## config.mk

```make
export PLATFORM = sky130hd
export DESIGN_NAME = cordic_vectoring_flat
export DESIGN_NICKNAME = d
export VERILOG_FILES = /design/src/rtl/cordic_pkg.sv /design/src/rtl/cordic_vectoring_if.sv /design/src/rtl/cordic_atan_rom.sv /design/src/rtl/cordic_vectoring.sv /design/src/flat_wrapper.sv
export SDC_FILE = /design/constraint.sdc
export NUM_CORES = 1
export LEC_CHECK = 0
export CORE_AREA = 2 2 170 172
export DETAILED_ROUTE_END_ITERATION = 7
export DIE_AREA = 0 0 172 174
export DONT_BUFFER_PORTS = 1
export MAX_ROUTING_LAYER = met4
export SLEW_MARGIN = 20
export SYNTH_ARGS = -nofsm -noshare
export SYNTH_HDL_FRONTEND = slang
export SYNTH_HIERARCHICAL = 1
export SYNTH_SLANG_ARGS = --single-unit
```

## constraint.sdc

```tcl
create_clock -name clock -period 6.05 [get_ports clock]
set_clock_uncertainty 0.05 [all_clocks]
set_input_delay 0.9075 -clock clock [delete_from_list [all_inputs] [get_ports clock]]
set_output_delay 0.9075 -clock clock [all_outputs]
set_load 0.03 [all_outputs]
```

## src/rtl/cordic_pkg.sv

```systemverilog
// Shared CORDIC constants: 32-bit atan(2^-i) table, turn constants and FSM states.
// Define CORDIC_GAIN_COMP_EN to add the COMP state and the 1/K shift-add constant.
package cordic_pkg;

  localparam logic [31:0] QUARTER_TURN = 32'h4000_0000;
  localparam logic [31:0] HALF_TURN    = 32'h8000_0000;

`ifdef CORDIC_GAIN_COMP_EN
  // 1/K ~= 0.607253 as 39797 / 2^16; each set bit is one shifted add of x
  localparam int          INV_GAIN_FRAC  = 16;
  localparam logic [15:0] INV_GAIN_TERMS = 16'h9B75;
`endif

  typedef enum logic [1:0] {
    IDLE   = 2'd0,
    ROTATE = 2'd1,
`ifdef CORDIC_GAIN_COMP_EN
    COMP   = 2'd2,
`endif
    DONE   = 2'd3
  } cordic_state_t;

  // Rescales a 32-bit turn fraction (2^32 = 360 deg) to a narrower angle width
  function automatic logic [63:0] scale_turn(input logic [31:0] t, input int width);
    return ({32'd0, t} << width) >> 32;
  endfunction

  function automatic logic [31:0] atan_lookup(input int idx);
    logic [31:0] a;
    case (idx)
      0:  a = 32'h2000_0000;
      1:  a = 32'h12E4_051E;
      2:  a = 32'h09FB_385B;
      3:  a = 32'h0511_11D4;
      4:  a = 32'h028B_0D43;
      5:  a = 32'h0145_D7E1;
      6:  a = 32'h00A2_F61E;
      7:  a = 32'h0051_7C55;
      8:  a = 32'h0028_BE53;
      9:  a = 32'h0014_5F2F;
      10: a = 32'h000A_2F98;
      11: a = 32'h0005_17CC;
      12: a = 32'h0002_8BE6;
      13: a = 32'h0001_45F3;
      14: a = 32'h0000_A2FA;
      15: a = 32'h0000_517D;
      16: a = 32'h0000_28BE;
      17: a = 32'h0000_145F;
      18: a = 32'h0000_0A30;
      19: a = 32'h0000_0518;
      20: a = 32'h0000_028C;
      21: a = 32'h0000_0146;
      22: a = 32'h0000_00A3;
      23: a = 32'h0000_0051;
      24: a = 32'h0000_0029;
      25: a = 32'h0000_0014;
      26: a = 32'h0000_000A;
      27: a = 32'h0000_0005;
      28: a = 32'h0000_0003;
      29: a = 32'h0000_0001;
      30: a = 32'h0000_0001;
      default: a = 32'h0000_0000;
    endcase
    return a;
  endfunction

endpackage

```

## src/rtl/cordic_vectoring_if.sv

```systemverilog
// Handshake and data bundle for the vectoring CORDIC: input vector side and result side.
interface cordic_vectoring_if #(
  parameter int DATA_WIDTH  = 16,
  parameter int ANGLE_WIDTH = 32
);
  logic                          in_valid;
  logic                          in_ready;
  logic signed [DATA_WIDTH-1:0]  Xin;
  logic signed [DATA_WIDTH-1:0]  Yin;
  logic                          out_valid;
  logic                          out_ready;
  logic        [DATA_WIDTH:0]    mag;
  logic signed [ANGLE_WIDTH-1:0] phase;

  modport master (
    output in_valid, Xin, Yin, out_ready,
    input  in_ready, out_valid, mag, phase
  );

  modport slave (
    input  in_valid, Xin, Yin, out_ready,
    output in_ready, out_valid, mag, phase
  );
endinterface

```

## src/rtl/cordic_atan_rom.sv

```systemverilog
// atan(2^-i) lookup scaled to ANGLE_WIDTH; shared by the rotation and vectoring CORDICs.
module cordic_atan_rom
  import cordic_pkg::*;
#(
  parameter  int ANGLE_WIDTH = 32,
  parameter  int ITER        = 16,
  localparam int IDX_W       = (ITER > 1) ? $clog2(ITER) : 1
) (
  input  logic [IDX_W-1:0]       index,
  output logic [ANGLE_WIDTH-1:0] angle
);

  always_comb begin
    angle = ANGLE_WIDTH'(scale_turn(atan_lookup(int'(index)), ANGLE_WIDTH));
  end

endmodule

```

## src/rtl/cordic_vectoring.sv

```systemverilog
// Iterative vectoring CORDIC: (Xin, Yin) -> magnitude and atan2 phase, one micro-rotation per clock.
// Define CORDIC_GAIN_COMP_EN to scale mag by 1/K in an extra COMP cycle.
module cordic_vectoring
  import cordic_pkg::*;
#(
  parameter int DATA_WIDTH  = 16,
  parameter int ANGLE_WIDTH = 32,
  parameter int ITER        = 16
) (
  input  logic               clock,
  input  logic               reset_n,
  cordic_vectoring_if.slave  bus
);

  localparam int XW    = DATA_WIDTH + 2;
  localparam int CNT_W = (ITER > 1) ? $clog2(ITER) : 1;
  localparam logic [ANGLE_WIDTH-1:0] Z_POS =
    ANGLE_WIDTH'(scale_turn(QUARTER_TURN, ANGLE_WIDTH));
  localparam logic [ANGLE_WIDTH-1:0] Z_NEG =
    ANGLE_WIDTH'(scale_turn(HALF_TURN + QUARTER_TURN, ANGLE_WIDTH));

  cordic_state_t state_q, state_d;

  logic signed [XW-1:0]    x_q, y_q, x_d, y_d, x_sh, y_sh;
  logic signed [XW-1:0]    xin_w, yin_w, pre_x, pre_y;
  logic [ANGLE_WIDTH-1:0]  z_q, z_d, pre_z, atan_i;
  logic [CNT_W-1:0]        iter_q;
  logic                    zero_q;
  logic                    last_iter;
  logic [DATA_WIDTH:0]     mag_q;
  logic [ANGLE_WIDTH-1:0]  phase_q;

  cordic_atan_rom #(
    .ANGLE_WIDTH (ANGLE_WIDTH),
    .ITER        (ITER)
  ) u_atan_rom (
    .index (iter_q),
    .angle (atan_i)
  );

  assign xin_w     = {{2{bus.Xin[DATA_WIDTH-1]}}, bus.Xin};
  assign yin_w     = {{2{bus.Yin[DATA_WIDTH-1]}}, bus.Yin};
  assign last_iter = (iter_q == CNT_W'(ITER - 1));
  assign bus.mag   = mag_q;
  assign bus.phase = phase_q;

  // Left-half-plane vectors are turned by +/-90 deg so x starts non-negative
  always_comb begin
    pre_x = xin_w;
    pre_y = yin_w;
    pre_z = '0;
    if (bus.Xin[DATA_WIDTH-1]) begin
      if (!bus.Yin[DATA_WIDTH-1]) begin
        pre_x = yin_w;
        pre_y = -xin_w;
        pre_z = Z_POS;
      end else begin
        pre_x = -yin_w;
        pre_y = xin_w;
        pre_z = Z_NEG;
      end
    end
  end

  always_comb begin
    x_sh = x_q >>> iter_q;
    y_sh = y_q >>> iter_q;
    if (!y_q[XW-1]) begin
      x_d = x_q + y_sh;
      y_d = y_q - x_sh;
      z_d = z_q + atan_i;
    end else begin
      x_d = x_q - y_sh;
      y_d = y_q + x_sh;
      z_d = z_q - atan_i;
    end
  end

`ifdef CORDIC_GAIN_COMP_EN
  logic [XW+INV_GAIN_FRAC-1:0] gain_prod;
  logic [DATA_WIDTH:0]         comp_mag;

  always_comb begin
    gain_prod = '0;
    for (int b = 0; b < INV_GAIN_FRAC; b++) begin
      if (INV_GAIN_TERMS[b]) begin
        gain_prod = gain_prod + ({{INV_GAIN_FRAC{1'b0}}, x_q} << b);
      end
    end
    gain_prod = gain_prod + ((XW+INV_GAIN_FRAC)'(1) << (INV_GAIN_FRAC - 1));
    comp_mag  = (DATA_WIDTH+1)'(gain_prod >> INV_GAIN_FRAC);
  end
`endif

  always_ff @(posedge clock or negedge reset_n) begin
    if (!reset_n) begin
      state_q <= IDLE;
    end else begin
      state_q <= state_d;
    end
  end

  always_comb begin
    state_d       = state_q;
    bus.in_ready  = 1'b0;
    bus.out_valid = 1'b0;
    case (state_q)
      IDLE: begin
        bus.in_ready = 1'b1;
        if (bus.in_valid) state_d = ROTATE;
      end
      ROTATE: begin
`ifdef CORDIC_GAIN_COMP_EN
        if (last_iter) state_d = COMP;
`else
        if (last_iter) state_d = DONE;
`endif
      end
`ifdef CORDIC_GAIN_COMP_EN
      COMP: state_d = DONE;
`endif
      DONE: begin
        bus.out_valid = 1'b1;
        if (bus.out_ready) state_d = IDLE;
      end
      default: state_d = IDLE;
    endcase
  end

  // Results are only written on the final cycle, so mag/phase stay frozen through DONE
  always_ff @(posedge clock or negedge reset_n) begin
    if (!reset_n) begin
      x_q     <= '0;
      y_q     <= '0;
      z_q     <= '0;
      iter_q  <= '0;
      zero_q  <= 1'b0;
      mag_q   <= '0;
      phase_q <= '0;
    end else begin
      case (state_q)
        IDLE: begin
          if (bus.in_valid) begin
            x_q    <= pre_x;
            y_q    <= pre_y;
            z_q    <= pre_z;
            iter_q <= '0;
            zero_q <= (bus.Xin == '0) && (bus.Yin == '0);
          end
        end
        ROTATE: begin
          x_q    <= x_d;
          y_q    <= y_d;
          z_q    <= z_d;
          iter_q <= iter_q + CNT_W'(1);
`ifndef CORDIC_GAIN_COMP_EN
          if (last_iter) begin
            mag_q   <= zero_q ? '0 : x_d[DATA_WIDTH:0];
            phase_q <= zero_q ? '0 : z_d;
          end
`endif
        end
`ifdef CORDIC_GAIN_COMP_EN
        COMP: begin
          mag_q   <= zero_q ? '0 : comp_mag;
          phase_q <= zero_q ? '0 : z_q;
        end
`endif
        default: ;
      endcase
    end
  end

endmodule
```

## src/flat_wrapper.sv

```systemverilog
// flat-port wrapper written by rule: the top's interface ports become plain ports
module cordic_vectoring_flat import cordic_pkg::*;
#(
  parameter int DATA_WIDTH  = 16,
  parameter int ANGLE_WIDTH = 32,
  parameter int ITER        = 16
)
  (clock, reset_n, bus_in_valid, bus_Xin, bus_Yin, bus_out_ready, bus_in_ready, bus_out_valid, bus_mag, bus_phase);
  cordic_vectoring_if #(.DATA_WIDTH(DATA_WIDTH), .ANGLE_WIDTH(ANGLE_WIDTH)) bus_i ();
  input  logic clock;
  input  logic reset_n;
  input wire logic [$bits(bus_i.in_valid)-1:0] bus_in_valid;
  input wire logic [$bits(bus_i.Xin)-1:0] bus_Xin;
  input wire logic [$bits(bus_i.Yin)-1:0] bus_Yin;
  input wire logic [$bits(bus_i.out_ready)-1:0] bus_out_ready;
  output wire logic [$bits(bus_i.in_ready)-1:0] bus_in_ready;
  output wire logic [$bits(bus_i.out_valid)-1:0] bus_out_valid;
  output wire logic [$bits(bus_i.mag)-1:0] bus_mag;
  output wire logic [$bits(bus_i.phase)-1:0] bus_phase;
  assign bus_i.in_valid = bus_in_valid;
  assign bus_i.Xin = bus_Xin;
  assign bus_i.Yin = bus_Yin;
  assign bus_i.out_ready = bus_out_ready;
  assign bus_in_ready = bus_i.in_ready;
  assign bus_out_valid = bus_i.out_valid;
  assign bus_mag = bus_i.mag;
  assign bus_phase = bus_i.phase;
  cordic_vectoring #(.DATA_WIDTH(DATA_WIDTH), .ANGLE_WIDTH(ANGLE_WIDTH), .ITER(ITER)) u_core (.clock(clock), .reset_n(reset_n), .bus(bus_i));
endmodule
```

==> results.md <==
- Effective utilization at floorplan: 44.2%
- Unique masters post-synth: 89
- Filler instances: 2812
- Cell chosen for the clock root: sky130_fd_sc_hd__clkbuf_16
- 1st-iter DRT viols: 862
- Max transition margin: 34.5%
- Crit Path Max Fanout: 11
- Hold Vio Cnt, Final: 0
- Worst setup path category: reg -> reg
- Commonest cells in the netlist: sky130_fd_sc_hd__a21oi_1, sky130_fd_sc_hd__nand2_1, sky130_fd_sc_hd__nor2_1
- Source-to-sink clock delay at the later pin of the worst-skew pair: 0.43 ns
- CP Data Required Time: 6.32 ns
- Total detailed-routing wirelength: 37800 µm
- Register bit total from synthesis: 124
- Synth top area cells: sky130_fd_sc_hd__dfrtp_1, sky130_fd_sc_hd__ha_1, sky130_fd_sc_hd__xnor2_1
- Count of warnings emitted by yosys: 6
- Row Count: 62
- Critical path data arrival time: 5.84 ns
- Number of antenna-violating nets in the routed design: 0
- Dominant cell type by area after synthesis: sky130_fd_sc_hd__dfrtp_1
- Run status: completed
- Most frequently used flop master after synthesis: sky130_fd_sc_hd__dfrtp_1
- Hold/Removal Path Class: in -> async
- Number of ports placed on the die boundary: 87
- Final global-route overflow total: 0
- Number of maximum-capacitance constraint violations: 0
- Core region area: 28200 µm²
- Count of input and output buffers: 0
- TritonCTS sink count: 124
- Count of flip-flops with a built-in enable after synthesis: 0
- Most numerous cell in the Yosys netlist: sky130_fd_sc_hd__a21oi_1
- Setup repair after global routing missed its margin: no
- Pin count of the biggest net entering global routing: 125
- Gr usage total: 25.8%
- Number of inserted diodes: 0
- Cts hold-fix bufs: 0
- H-tree depth: 4
- Type of element capturing the critical path: flip-flop
- Ratio of final minimum period to clock period: 92.0%
- Tightest Pin Transition: 0.983 ns
- Total Negative Setup Slacks: 0 ns
- Max-slew violations: 0
- Number of post-CTS setup repair buffers: 0
- Via count of the routed design: 11400
- First-pass GRT wire length: 59200 µm
- Number of buffers on the longest clock path: 2
- Part of the Yosys area used for sequential elements: 24.9%
- Clock transition at the registers of the reported paths: 0.07 ns
- Detailed-route vias per instance: 6.15
- Drt first pass iters: 5
- Number of buffers inserted during clock tree synthesis: 17
- Vias in the first global route: 10600
- Global placement routability congestion: 0.919
- DIE AREA: 29900 µm²
- Clock tree from TritonCTS: done
- Vertical extent of the die: 174 µm
- Footprint of the multi-input gates: 8820 µm²
- P&R area growth vs syn: 6.84%
- DR WL/cell: 20.5 µm
- Post-route DRC: 0
- Fmax: 180 MHz
- Antenna violations before repair: 0
- Layout cell share with drive strength beyond 1: 8.34%
- Synth Instances: 1497
- Fraction of synthesis flops using an asynchronous set or reset pin: 100%
- Synthesized area per cell: 8.34 µm²
- Cell area after synthesis: 12500 µm²
- Hold_ws: 0.116 ns
- Flip-flop and latch area: 3110 µm²
- Proportion of netlist area held by the largest area contributor: 24.9%
- Horizontal die dimension: 172 µm
- Critical Path Source Type: flip-flop
- Final critical path time including I/O delays and setup: 5.57 ns
- Final setup violation count: 0
- HPWL after detailed placement: 27900 µm
- CTS resizes: 0
- Number of nets in the finished design: 1567
==> critical path, stage by stage, from the launching register on <==
cell,delay [ns]
sky130_fd_sc_hd__dfrtp_2,0.48
sky130_fd_sc_hd__inv_1,0.15
sky130_fd_sc_hd__ha_1,0.42
sky130_fd_sc_hd__nor2_1,0.21
sky130_fd_sc_hd__a211oi_2,0.08
sky130_fd_sc_hd__a21o_1,0.20
sky130_fd_sc_hd__nor2_1,0.17
sky130_fd_sc_hd__nor4b_1,0.33
sky130_fd_sc_hd__buf_4,0.20
sky130_fd_sc_hd__and3b_1,0.26
sky130_fd_sc_hd__nand2_1,0.23
sky130_fd_sc_hd__nor3_1,0.22
sky130_fd_sc_hd__nor2_1,0.09
sky130_fd_sc_hd__xnor2_1,0.16
sky130_fd_sc_hd__ha_1,0.41
sky130_fd_sc_hd__nand4_1,0.18
sky130_fd_sc_hd__nor4_1,0.42
sky130_fd_sc_hd__nor3b_2,0.26
sky130_fd_sc_hd__a22o_1,0.15
sky130_fd_sc_hd__a41o_1,0.12
sky130_fd_sc_hd__nor4b_1,0.06
sky130_fd_sc_hd__o31a_1,0.27
sky130_fd_sc_hd__xnor2_1,0.15
sky130_fd_sc_hd__a22o_1,0.20
==> registers in the layout, summed over array words and instances (netlist names) <==
| name | cells |
|---|---|
| u_core/bus.mag | 17 |
| u_core/bus.phase | 32 |
| u_core/iter_q | 4 |
| u_core/state_q | 2 |
| u_core/x_q | 18 |
| u_core/y_q | 18 |
| u_core/z_q | 32 |
| u_core/zero_q | 1 |
==> logic make-up after synthesis <==
| family | after synthesis | synth area share [%] |
|---|---|---|
| AND/OR/NAND/NOR | 434 | 16.7 |
| buffers and inverters | 135 | 4.67 |
| flip-flops | 124 | 24.9 |
| multiplexers | 80 | 8.77 |
| XOR/XNOR | 139 | 9.87 |
| AO/OA/AOI/OAI | 502 | 26.7 |
| other | 1 | 0.0300 |
| adder cells (fa/ha/maj) | 82 | 8.40 |
==> through the flow <==
step	area, µm²	std cells	utilization [%]	worst slack, ns
floorplan	12500	1498	-	1.04
CTS	13300	1846	47.2	0.460
global placement	12700	1814	45.1	0.640
finish	13300	1846	47.2	0.483
global route	13300	1846	47.2	0.0420
detailed placement	12700	1814	45.1	0.486
==> layout by cell type, fill, tap and decap left out, types with 5 or more instances in the layout <==
master and count:
sky130_fd_sc_hd__a21oi_1 141, sky130_fd_sc_hd__inv_1 44, sky130_fd_sc_hd__or3_1 11, sky130_fd_sc_hd__a221o_1 5, sky130_fd_sc_hd__mux2_2 14, sky130_fd_sc_hd__a211oi_1 21
sky130_fd_sc_hd__a22oi_1 6, sky130_fd_sc_hd__o21a_1 14, sky130_fd_sc_hd__or4_1 5, sky130_fd_sc_hd__ha_1 79, sky130_fd_sc_hd__nor2b_1 22, sky130_fd_sc_hd__xnor2_1 94
sky130_fd_sc_hd__a31oi_1 24, sky130_fd_sc_hd__nand2b_1 14, sky130_fd_sc_hd__or2_2 6, sky130_fd_sc_hd__o22ai_1 10, sky130_fd_sc_hd__buf_4 18, sky130_fd_sc_hd__o21bai_1 7
sky130_fd_sc_hd__xor2_1 44, sky130_fd_sc_hd__a21o_1 27, sky130_fd_sc_hd__and3_1 11, sky130_fd_sc_hd__dfrtp_2 5, sky130_fd_sc_hd__and2_1 17, sky130_fd_sc_hd__mux4_2 21
sky130_fd_sc_hd__nor2_1 124, sky130_fd_sc_hd__mux2i_1 40, sky130_fd_sc_hd__inv_6 6, sky130_fd_sc_hd__dfrtp_1 119, sky130_fd_sc_hd__nand2_1 130, sky130_fd_sc_hd__nand3_1 20
sky130_fd_sc_hd__o211ai_1 9, sky130_fd_sc_hd__o31ai_1 16, sky130_fd_sc_hd__nor3_1 30, sky130_fd_sc_hd__nor4_1 10, sky130_fd_sc_hd__clkbuf_16 17, sky130_fd_sc_hd__nand4_1 7
sky130_fd_sc_hd__a22o_1 64, sky130_fd_sc_hd__o21ai_0 95
==> final cells by class <==
class	instances	area share [%]
Timing Repair Buffer	19	1.10
Multi-Input combinational cell	1239	66.2
Clock inverter	15	1.29
Sequential cell	124	23.3
Tap cell	384	3.60
Inverter	48	1.35
Clock buffer	17	3.19
==> path summary, 6_finish.rpt <==
kind,startpoint,endpoint,slack (ns),depth (start not counted)
setup / recovery,u_core/iter_q[0],u_core/bus.phase[29],0.48,23
hold / removal,reset_n,u_core/bus.phase[6],0.12,0
setup reg to reg,u_core/iter_q[0],u_core/bus.phase[29],0.48,23
hold reg to reg,u_core/z_q[23],u_core/z_q[23],0.45,2
max in group asynchronous,reset_n,u_core/y_q[17],5.62,0
min in group clock,u_core/z_q[23],u_core/z_q[23],0.45,2
==> per-layer routing <==
metal | vias up | global-route usage, % | wire (µm)
li1 | 5442 | - | -
met1 | 5437 | 32.0 | 16000
met2 | 396 | 41.9 | 18100
met3 | 76 | 4.26 | 2020
met4 | 0 | 10.2 | 1560
met5 | - | - | 0
Power is left out: the tool's default activity adds up to more than one toggle a clock period on the data nets, which glitch-free logic cannot reach.
